File: config.mk
export PLATFORM = sky130hd
export DESIGN_NAME = program_loader
export DESIGN_NICKNAME = d
export VERILOG_FILES = /design/src/rtl/program_loader.sv
export SDC_FILE = /design/constraint.sdc
export NUM_CORES = 1
export LEC_CHECK = 0
export ABC_AREA = 1
export CORE_ASPECT_RATIO = 1.5
export CORE_MARGIN = 5
export CORE_UTILIZATION = 54
export CTS_BUF_LIST = sky130_fd_sc_hd__clkbuf_4 sky130_fd_sc_hd__clkbuf_8 sky130_fd_sc_hd__clkbuf_16
export CTS_CLUSTER_SIZE = 20
export DETAILED_ROUTE_END_ITERATION = 6
export GPL_TIMING_DRIVEN = 0
export PLACE_DENSITY = 0.89
export RECOVER_POWER = 50
export SYNTH_ARGS = -nofsm -noshare
export SYNTH_HDL_FRONTEND = slang
export SYNTH_SLANG_ARGS = --single-unit
File: constraint.sdc
create_clock -name clk -period 1.8 [get_ports clk]
set_input_delay 0.36 -clock clk [delete_from_list [all_inputs] [get_ports clk]]
set_output_delay 0.36 -clock clk [all_outputs]
set_load 0.03 [all_outputs]
File: src/rtl/program_loader.sv
// Boot loader: accepts a length byte, L data bytes and an XOR checksum, writes the data to program memory and releases the CPU reset only after the checksum matches.
// Latency: each data byte appears on the memory write port one cycle after its transfer. Backpressure: byteReady is decoded from the registered state, not from byteValid.
module program_loader #(
    parameter int ADDWIDTH  = 7,
    parameter int DATAWIDTH = 8
) (
    input  logic                 clk,
    input  logic                 rst,
    input  logic                 start,
    input  logic [DATAWIDTH-1:0] byteIn,
    input  logic                 byteValid,
    output logic                 byteReady,
    output logic                 pmWrEn,
    output logic [ADDWIDTH-1:0]  pmAddr,
    output logic [DATAWIDTH-1:0] pmData,
    output logic                 cpuRst,
    output logic                 busy,
    output logic                 done,
    output logic                 error
);

    typedef enum logic [2:0] {IDLE, LEN, DATA, CHK, RUN, ERR} state_t;

    localparam logic [DATAWIDTH:0] MAXLEN = (DATAWIDTH+1)'(2**ADDWIDTH);

    state_t               state;
    state_t               nextState;
    logic [ADDWIDTH-1:0]  addrCnt;
    logic [DATAWIDTH-1:0] remaining;
    logic [DATAWIDTH-1:0] checksum;
    logic                 xfer;
    logic                 lenBad;
    logic                 lastData;

    assign byteReady = (state == LEN) || (state == DATA) || (state == CHK);
    assign busy      = byteReady;
    assign done      = (state == RUN);
    assign error     = (state == ERR);

    assign xfer     = byteValid && byteReady;
    assign lenBad   = (byteIn == '0) || ({1'b0, byteIn} > MAXLEN);
    assign lastData = (remaining == DATAWIDTH'(1));

    always_ff @(posedge clk or posedge rst) begin
        if (rst) begin
            state <= IDLE;
        end else begin
            state <= nextState;
        end
    end

    always_comb begin
        nextState = state;
        case (state)
            IDLE, RUN, ERR: if (start) nextState = LEN;
            LEN:            if (xfer) nextState = lenBad ? ERR : DATA;
            DATA:           if (xfer && lastData) nextState = CHK;
            CHK:            if (xfer) nextState = (byteIn == checksum) ? RUN : ERR;
            default:        nextState = IDLE;
        endcase
    end

    // cpuRst follows nextState so it drops with the first RUN cycle and
    // rises on the same edge a reload leaves RUN.
    always_ff @(posedge clk or posedge rst) begin
        if (rst) begin
            addrCnt   <= '0;
            remaining <= '0;
            checksum  <= '0;
            pmWrEn    <= 1'b0;
            pmAddr    <= '0;
            pmData    <= '0;
            cpuRst    <= 1'b1;
        end else begin
            pmWrEn <= 1'b0;
            cpuRst <= (nextState != RUN);
            case (state)
                IDLE, RUN, ERR: begin
                    if (start) begin
                        checksum <= '0;
                        addrCnt  <= '0;
                    end
                end
                LEN: begin
                    if (xfer) begin
                        checksum  <= checksum ^ byteIn;
                        remaining <= byteIn;
                    end
                end
                DATA: begin
                    if (xfer) begin
                        pmWrEn    <= 1'b1;
                        pmAddr    <= addrCnt;
                        pmData    <= byteIn;
                        checksum  <= checksum ^ byteIn;
                        remaining <= remaining - 1'b1;
                        // hold the counter on the last byte so a full-size load never wraps
                        if (!lastData) addrCnt <= addrCnt + 1'b1;
                    end
                end
                default: ;
            endcase
        end
    end

endmodule

Yosys cells after proc, flatten, opt, wreduce, memory -nomap -nowiden
Index checks and enable logic that the tools add are counted.

Add/subtract/negate cells: 2. Magnitude comparators: 1. Eq/ne operators: 13. Muxes and demuxes: 19. Bitwise operators: 1. Reductions and logical operators: 16.

Operators with widths (number): $mux 8 (4); $pmux 8 s2 (2); $mux 7 (3); $mux 3 (5); $pmux 7 s2 (1); $pmux 3 s4 (1); $eq 8x1->1 const B (1); $eq 8x8->1 (1); $gt 8x8->1 const B (1); $logic_not 8->1 (1); $ne 2x2->1 const B (4); $sub 8x1->8 const B (1); $xor 8x8->8 (1); $add 7x1->7 const B (1); $eq 3x2->1 const B (2); $eq 3x3->1 const B (2); $reduce_and 3->1 (2); $reduce_bool 2->1 (3); $reduce_and 4->1 (1); $eq 3x1->1 const B (1); $logic_not 3->1 (1); $logic_or 1x1->1 (3); $mux 1 (3); $ne 3x3->1 const B (1); other kinds (5) (6).

Bits in registers: 43. Input port bits: 12. Output and inout port bits: 21. Word-level logic and storage cells: 60.

Depth between registers and ports, before layout
Gate-level depths: netlist of the first run.

Word-level depth: 8. Depth in mapped cells: 10. Mapped depth without buffers: 10.

Worst setup path after synthesis of the first run
Ideal clock, no wire load.

Path kind: register to output. Start: register state[1]. End: output error. Data arrival time: 1.205 ns. Data required time: 1.440 ns. Path slack: 0.235 ns. Stages on the path, launching flop included: 3. Path buffers: 1. Path through: dfrtp_1 > buf_4 > nor3_1.

Word-level cells in the longest chain between the ends: 1.

Ends and longest elaborated chain: start: declaration (RTL line 26) `state_t state;`; start signal: assignment (RTL line 48) `state <= nextState;`; $eq 3x3->1 (RTL line 38) `assign error = (state == ERR);`; end: declaration (RTL line 19) `output logic error`.

No other way between the ends.

Worst setup path after layout of the first run
Start: register state[1]. End: output done.

Word-level cells in the longest chain between the ends: 1.

Ends and longest elaborated chain: $eq 3x3->1 (RTL line 37) `assign done = (state == RUN);`; end: declaration (RTL line 18) `output logic done,`.

No other way between the ends.

==> results of run 1 <==
Yosys cell counts:
cell / n
nand4_1: 5
o211ai_1: 2
dfrtp_1: 42
or2_1: 1
a211oi_1: 1
o21a_4: 1
nor3b_1: 1
nand2_2: 9
o21ai_0: 3
nor3_1: 2
o22ai_2: 8
nand3_4: 1
o22ai_1: 1
inv_2: 7
a21oi_1: 7
a21oi_2: 1
inv_4: 1
o21ai_1: 21
dfstp_2: 1
ha_1: 3
nor2_4: 1
a31oi_1: 2
buf_2: 2
buf_1: 1
nor3b_2: 1
buf_6: 1
nand3_1: 14
nand2_1: 89
nor2_2: 1
inv_1: 30
buf_4: 4
o21ai_2: 2
xor2_1: 7
nor2_1: 16
nand2_8: 1
stage by stage:
step / hold slack [ns] / setup slack, ns / instances
floorplan: 0.440 / 0.235 / 290
global placement: 0.455 / -0.401 / 368
detailed placement: 0.459 / -0.0508 / 368
CTS: 0.479 / 0.00127 / 376
global route: 0.509 / 0.0101 / 376
finish: 0.473 / 0.0586 / 376
layout make-up:
| type | count | area (um^2) |
|---|---|---|
| buffer | 8 | 55.1 |
| clock buffer | 8 | 91.3 |
| fill | 346 | 1450 |
| inverter | 38 | 145 |
| multi-input combinational | 201 | 1060 |
| sequential | 43 | 1080 |
| tap | 46 | 57.6 |
| timing repair buffer | 32 | 307 |
cells by family after synthesis:
group	synth area share
and+or+nand+nor	0.273
AOI/OAI and AO/OA	0.143
buffers and inverters	0.0849
DFF	0.457
xor gates and xnor gates	0.0260
adders and majority gates	0.0159
layer usage:
layer | vias up | track usage
met1 | 953 | 0.241
met5 | - | 0
met2 | 47 | 0.340
li1 | 1011 | -
met3 | 6 | 0.0436
met4 | 0 | 0.0676
registers in the layout, indices dropped and copies added, names as in the netlist:
register   cells
checksum       8
pmData         8
remaining      8
addrCnt        7
pmAddr         7
state          3
cpuRst         1
pmWrEn         1
path summary, 6_finish.rpt:
check / from / end / slack (ns) / cells past startpoint
worst max-delay path: state[1] / done / 0.06 / 3
worst min-delay path: pmAddr[2] / pmAddr[2] / 0.47 / 2
worst max register to register: state[2] / checksum[6] / 0.16 / 7
worst min register to register: pmAddr[2] / pmAddr[2] / 0.47 / 2
max in group asynchronous: rst / checksum[2] / 0.55 / 2
min in group asynchronous: rst / pmData[5] / 0.70 / 2
worst max-delay path, stage by stage, from the launching register on:
cell             delay (ns)
dfrtp_1                0.37
buf_4                  0.17
nor3_1                 0.17
clkdlybuf4s15_1        0.39
power by group through the flow:
| stage | logic [uW] | clock network (uW) | registers [uW] |
|---|---|---|---|
| floorplan | 1570 | 0 | 1790 |
| detailed placement | 2550 | 0 | 1540 |
| global route | 2730 | 690 | 1570 |
| global placement | 2480 | 0 | 1520 |
| CTS | 2540 | 640 | 1520 |
| finish | 2480 | 631 | 1520 |
repair_timing:
item | in CTS | in global routing
setup endpoints to repair | 5 | 3
pin swaps | 0 | 0
buffers inserted | 0 | 0
gates resized for setup | 7 | 5
==> results.cfg, run 1 <==
[detailed_routing]
drc = 0
wl_met1_um = 2170
routed_wl_um = 5230
drt-initial-drc-count = 77
route.met2.wl_um = 2720
dr.pass1.iters = 4
vias = 2017
vias_per_cell = 5.36
drtAntennaViolNets = 0
routed.top_layer = met4
wl_per_cell_um = 13.9
wl_met3_um = 259

[setup_path]
crit_arrival_ns = 1.38
crit_type = reg -> out
required_ns = 1.44
cp_max_fo = 8
worstSetupStartpointType = register
critPathCaptureType = output pin

[sta]
finalSetupViolCount = 0
setup_tns_ns = 0
skew_ns = 0.00916
tightest_slew_ns = 0.878
fin_crit_sh = 0.967
slew_headroom = 0.414
fmax_mhz = 574
slew_violations = 0
grt_setup_unrepaired = false
fin_crit_ns = 1.74
hold_viol = 0

[cts]
clk_pin_slew_worst_paths_ns = 0.08
clkSinkCount = 43
ctsRootBufferMaster = clkbuf_8
hold_buffers = 0
cts_max_level = 2
clk_latency_ns = 0.30
clk_path_buf_depth = 2
cts_tree = built
cts_made_buffers = 5

[pwr]
power_uw = 4630
p_per_area_nw_per_um2 = 1660
p_int_uw = 2550
power.switching_uw = 2080
clkPwrFrac = 0.136
pwr-share-seq = 0.329
switching_share = 0.450
peakVddDrop_mv = 1.21
p_comb_frac = 0.535
total_leakage_power_uw = 0.00139

[global_route]
grt_pass1_vias = 2063
antenna_found_initial = 0
grt_pass1_wl_um = 9450
overflow = 0
grt_max_degree = 44
grtUsageTotal = 0.198

[yosys]
ys_seq_area_frac = 0.457
ys_types = 35
synth.yosys.warnings = 0
synthTopCellsByArea = dfrtp_1, nand2_1, inv_1
synth_top_cell_area_share = 0.446
synth_area_leader_cell = dfrtp_1
syn_area_um2 = 2360
ys_ff_latch = 43
synth_cells = 290
synth_nets = 305
syn_avg_cell_area_um2 = 8.13

[placement]
placed_cell_area_um2 = 2740
dp_hpwl_um = 3910
place.gp.congestion = 0.805
numPortBuffers = 32

[die]
die_x_um = 63.9
dieArea_um2 = 5810
rows = 29
initial_core_util = 0.555
io_pins = 33
core_area_um2 = 4250
die_h_um = 90.9

[cells_and_area]
syn2layout_area_growth_pct = 18.7
antennaDiodeCount = 0
utilization = 0.659
layout-drive-gt1-share = 0.155
layout_commonest_cell = nand2_1
final_cell_mix = nand2_1, dfrtp_1, inv_1, clkdlybuf4s50_1, o21ai_1
nets = 344
final_area_um2 = 2800

[status]
status = complete, no violations

[hold_path]
hold_path.class = reg -> reg

[flow_run]
maxCapViolations = 0
Note: power is estimated with default switching activity, not from simulation.
==> inputs of run 2 (changes only) <==
SKIP_LAST_GASP = 1   (was not set)
==> run 2 against run 1 <==
Effect of this change:
- wire length about the same
- register-to-register slack hardly changed
- sequential share of layout area is essentially flat
- die area did not move
- flip-flop and latch count unchanged
- non-clock buffer count is the same
- setup slack unchanged
- sequential power hardly changed
- critical path depth unchanged
- clock power barely moved
- global-route usage did not move
- final cell count did not move
- highest routed layer unchanged
==> results.cfg, run 2 (synthesis results as in run 1) <==
[pwr]
power.switching_uw = 2080
p_comb_frac = 0.534
power_uw = 4620
p_int_uw = 2540
switching_share = 0.450
pwr-share-seq = 0.329
p_per_area_nw_per_um2 = 1650
total_leakage_power_uw = 0.00139
peakVddDrop_mv = 1.21
clkPwrFrac = 0.136

[detailed_routing]
drt-initial-drc-count = 77
wl_per_cell_um = 13.9
vias = 2017
vias_per_cell = 5.36
drc = 0
routed_wl_um = 5230
dr.pass1.iters = 4
drtAntennaViolNets = 0

[setup_path]
crit_buf_inv = 2
critPathCaptureType = output pin
worstSetupStartpointType = register
crit_type = reg -> out
required_ns = 1.44
worst_path_max_delay_cell = clkdlybuf4s15_1
ff2ff_path_depth = 7
timing.rr.start = state[2]
r2r-end = checksum[6]
cp_max_fo = 8
crit_arrival_ns = 1.38
ff2ff_setup_slack_ns = 0.16
max_stage_delay_ns = 0.39
path_delay_family = buffers and inverters
crit_chain = buf_4 -> nor3_1 -> clkdlybuf4s15_1

[sta]
hold_viol = 0
grt_setup_unrepaired = false
fmax_mhz = 574
skew_ns = 0.00916
finalSetupViolCount = 0
slew_headroom = 0.414
setup_tns_ns = 0
slew_violations = 0
tightest_slew_ns = 0.878
fin_crit_sh = 0.967
fin_crit_ns = 1.74
worst_hold_slack_ns = 0.473

[cts]
clk_path_buf_depth = 2
ctsRootBufferMaster = clkbuf_8
clk_latency_ns = 0.30
cts_max_level = 2
cts_tree = built
clkSinkCount = 43
clk_pin_slew_worst_paths_ns = 0.08
cts_made_buffers = 5

[die]
die_x_um = 63.9
io_pins = 33
dieArea_um2 = 5810
die_h_um = 90.9
core_area_um2 = 4250
initial_core_util = 0.555
rows = 29

[placement]
numPlacedInstances = 368
dp_hpwl_um = 3910
place.gp.congestion = 0.805
numPortBuffers = 32

[cells_and_area]
syn2layout_area_growth_pct = 18.6
layout_commonest_cell = nand2_1
layout.cells.non_filler = 376
nets = 344
fill_cells = 347
antennaDiodeCount = 0
utilization = 0.658
reg.largest.list = checksum: 8 flops, pmData: 8 flops, remaining: 8 flops
final_cell_mix = nand2_1, dfrtp_1, inv_1, clkdlybuf4s50_1, o21ai_1
layout-drive-gt1-share = 0.155

[hold_path]
hp-start = pmAddr[2]
hold_path_end = pmAddr[2]
hold_depth = 2
hold_path.class = reg -> reg

[flow_run]
maxCapViolations = 0

[global_route]
antenna_found_initial = 0
grt_pass1_vias = 2063
grtUsageTotal = 0.198
grt_max_degree = 44
overflow = 0
grt_pass1_wl_um = 9450

[status]
status = complete, no violations
[run 2: changes by cell type in the layout (fill, tap and decap cells not counted)]
| cell | change |
|---|---|
| clkbuf_2 | +1 |
| buf_4 | -1 |
[run 2: cell type report]
type	count	area, um^2	share of cell area
plain buffers	8	55.1	0.0197
clock buffers	8	91.3	0.0327
inverters	38	145	0.0519
multi-input cells	201	1060	0.381
flip-flops and latches	43	1080	0.385
well taps	46	57.6	0.0206
repair buffers	32	304	0.109
[run 2: timing repair]
action	CTS	global route
setup buffers	0	0
setup endpoints to repair	5	4
gates resized for setup	6	7
hold buffers	0	0
pin swaps	0	0
[run 2: how the worst max path moves through the flow]
stage / start / to / slack, ns / cells past startpoint
final: state[1] / done / 0.06 / 3
after global routing: state[1] / byteReady / 0.005 / 5
after CTS: state[1] / byteReady / -0.09 / 5
after floorplan: state[1] / error / 0.23 / 2
after detailed placement: byteValid / pmData[6] / -0.05 / 7
after global placement: rst / remaining[1] / -0.40 / 2
[run 2: worst reg2reg max path, stage by stage, from the launching register on]
cell     delay, ns
dfrtp_1       0.43
inv_2         0.15
nand3_4       0.17
nand2_1       0.10
nand2_1       0.14
inv_1         0.14
o21a_2        0.28
o22ai_1       0.12
[run 2: routing by layer]
layer  vias to the layer above  global-route usage  share of wire  routed length, um
met5                         -                   0              0                  0
met3                         6              0.0436          0.050                259
met2                        47               0.340           0.52               2720
met4                         0              0.0676          0.015                 76
li1                       1011                   -              -                  -
met1                       953               0.241           0.41               2170
[run 2: power by group through the flow]
stage,logic [uW],clock network [uW],registers (uW)
6_report,2470,631,1520
5_1_grt,2720,690,1570
4_1_cts,2540,640,1520
3_5_place_dp,2550,0,1540
3_3_place_gp,2480,0,1520
2_1_floorplan,1570,0,1790
[run 2: stage by stage]
stage	area [um^2]	setup slack [ns]
6_report	2800	0.0586
5_1_grt	2800	0.00541
4_1_cts	2820	-0.0909
3_5_place_dp	2740	-0.0508
3_3_place_gp	2740	-0.401
2_1_floorplan	2360	0.235
==> inputs of run 3 (changes only) <==
GPL_TIMING_DRIVEN = not set   (was 0)
clock period = 1.83 ns   (was 1.8 ns; I/O delays follow)
==> run 3 against run 2 <==
Effect of this change:
- critical path depth unchanged
- clock power rose by 4.4%
- first-iteration DRC count is 19% higher
- flip-flop and latch count is the same
- critical endpoint is now byteReady
- largest power group unchanged
- highest routed layer unchanged
==> results.cfg, run 3 (synthesis results as in run 1) <==
[cells_and_area]
reg.largest.list = checksum: 8 flops, pmData: 8 flops, remaining: 8 flops
nets = 344
layout_commonest_cell = nand2_1
layout-drive-gt1-share = 0.155
antennaDiodeCount = 0
syn2layout_area_growth_pct = 20.2
final_cell_mix = nand2_1, dfrtp_1, inv_1, clkdlybuf4s50_1, o21ai_1

[setup_path]
crit_start = state[0]
crit_buf_inv = 1
worstSetupStartpointType = register
critPathCaptureType = output pin
worst_path_max_delay_cell = dfrtp_1
cp_max_fo = 6
crit_arrival_ns = 1.40
cp.depth = 3
max_stage_delay_ns = 0.47
ff2ff_setup_slack_ns = 0.16
ff2ff_path_depth = 6
crit_type = reg -> out
r2r-end = pmData[2]
required_ns = 1.46
path_delay_family = flip-flops
timing.rr.start = state[1]
crit_chain = nor2_1 -> nor2_2 -> dlygate4sd2_1
cp-endpoint = byteReady

[hold_path]
hold_path.class = in -> async

[cts]
cts_max_level = 2
clk_latency_ns = 0.29
clk_path_buf_depth = 2
ctsRootBufferMaster = clkbuf_8
post_cts_buffers = 0
cts_made_buffers = 5
clk_pin_slew_worst_paths_ns = 0.08
cts_tree = built
hold_buffers = 0
clkSinkCount = 43

[placement]
numPortBuffers = 32
place.gp.congestion = 0.821
dp_hpwl_um = 3870

[detailed_routing]
drtAntennaViolNets = 0
wl_per_cell_um = 13.6
routed_wl_um = 5110
drt-initial-drc-count = 92
vias_per_cell = 5.47
vias = 2058
drc = 0
dr.pass1.iters = 4

[global_route]
grt_pass1_wl_um = 9020
grt_pass1_vias = 2004
grtUsageTotal = 0.190
antenna_found_initial = 0
grt_max_degree = 25
overflow = 0

[flow_run]
maxCapViolations = 0

[die]
die_x_um = 63.9
dieArea_um2 = 5810
rows = 29
initial_core_util = 0.555
core_area_um2 = 4250
die_h_um = 90.9
io_pins = 33

[sta]
grt_setup_unrepaired = true
skew_ns = 0.00702
worst_hold_slack_ns = 0.460
hold_viol = 0
tightest_slew_ns = 0.823
fin_crit_sh = 0.964
fmax_mhz = 567
slew_violations = 0
slew_headroom = 0.451
fin_crit_ns = 1.76
finalSetupViolCount = 0

[status]
status = complete, no violations

[pwr]
peakVddDrop_mv = 1.13
power_uw = 4610
p_per_area_nw_per_um2 = 1630
total_leakage_power_uw = 0.00140
run 3: cell count changes in the layout (fill, tap and decap cells not counted), moves of 2 or more:
cell,change
buf_2,-2
clkbuf_4,-3
clkbuf_8,+2
dlygate4sd2_1,+2
run 3: worst min-delay path by stage:
stage | start | endpoint | depth (start not counted)
global route | rst | pmAddr[1] | 2
detailed placement | pmAddr[3] | pmAddr[3] | 2
floorplan | remaining[7] | remaining[7] | 2
finish | rst | addrCnt[3] | 2
CTS | rst | pmAddr[1] | 2
global placement | pmAddr[3] | pmAddr[3] | 2
run 3: metrics by stage:
stage | setup TNS [ns] | cell area, um^2 | utilization | worst slack, ns | std cells
2_1_floorplan | 0 | 2360 | - | 0.259 | 290
3_3_place_gp | 0 | 2770 | 0.651 | 0.0485 | 368
3_5_place_dp | 0 | 2770 | 0.651 | 0.0385 | 368
4_1_cts | 0 | 2860 | 0.674 | 0.0207 | 376
5_1_grt | -0.0267 | 2830 | 0.668 | -0.0154 | 376
6_report | 0 | 2830 | 0.668 | 0.0661 | 376
run 3: final cells by class:
class                      count  area (um^2)
inverter                      38          145
multi-input combinational    201         1080
clock inverter                 1         7.51
clock buffer                   7         96.3
sequential                    43         1080
fill                         339         1410
timing repair buffer          40          370
tap                           46         57.6
run 3: report_power, final:
part	leakage [uW]	switching, uW	internal (uW)
Clock	0.0000505	316	343
Combinational	0.000799	1540	909
Sequential	0.000555	207	1290
Total	0.00140	2060	2540
run 3: what timing repair did:
item	4_1_cts	5_1_grt
setup endpoints to repair	5	4
resized for setup	5	6
cloned	0	0
pin swaps	0	0
run 3: metal layers:
| metal | vias to the layer above | routed length (um) | GRT usage |
|---|---|---|---|
| met5 | - | 0 | 0 |
| met4 | 0 | 129 | 0.0936 |
| li1 | 1011 | - | - |
| met2 | 58 | 2680 | 0.315 |
| met3 | 13 | 229 | 0.0336 |
| met1 | 976 | 2070 | 0.233 |
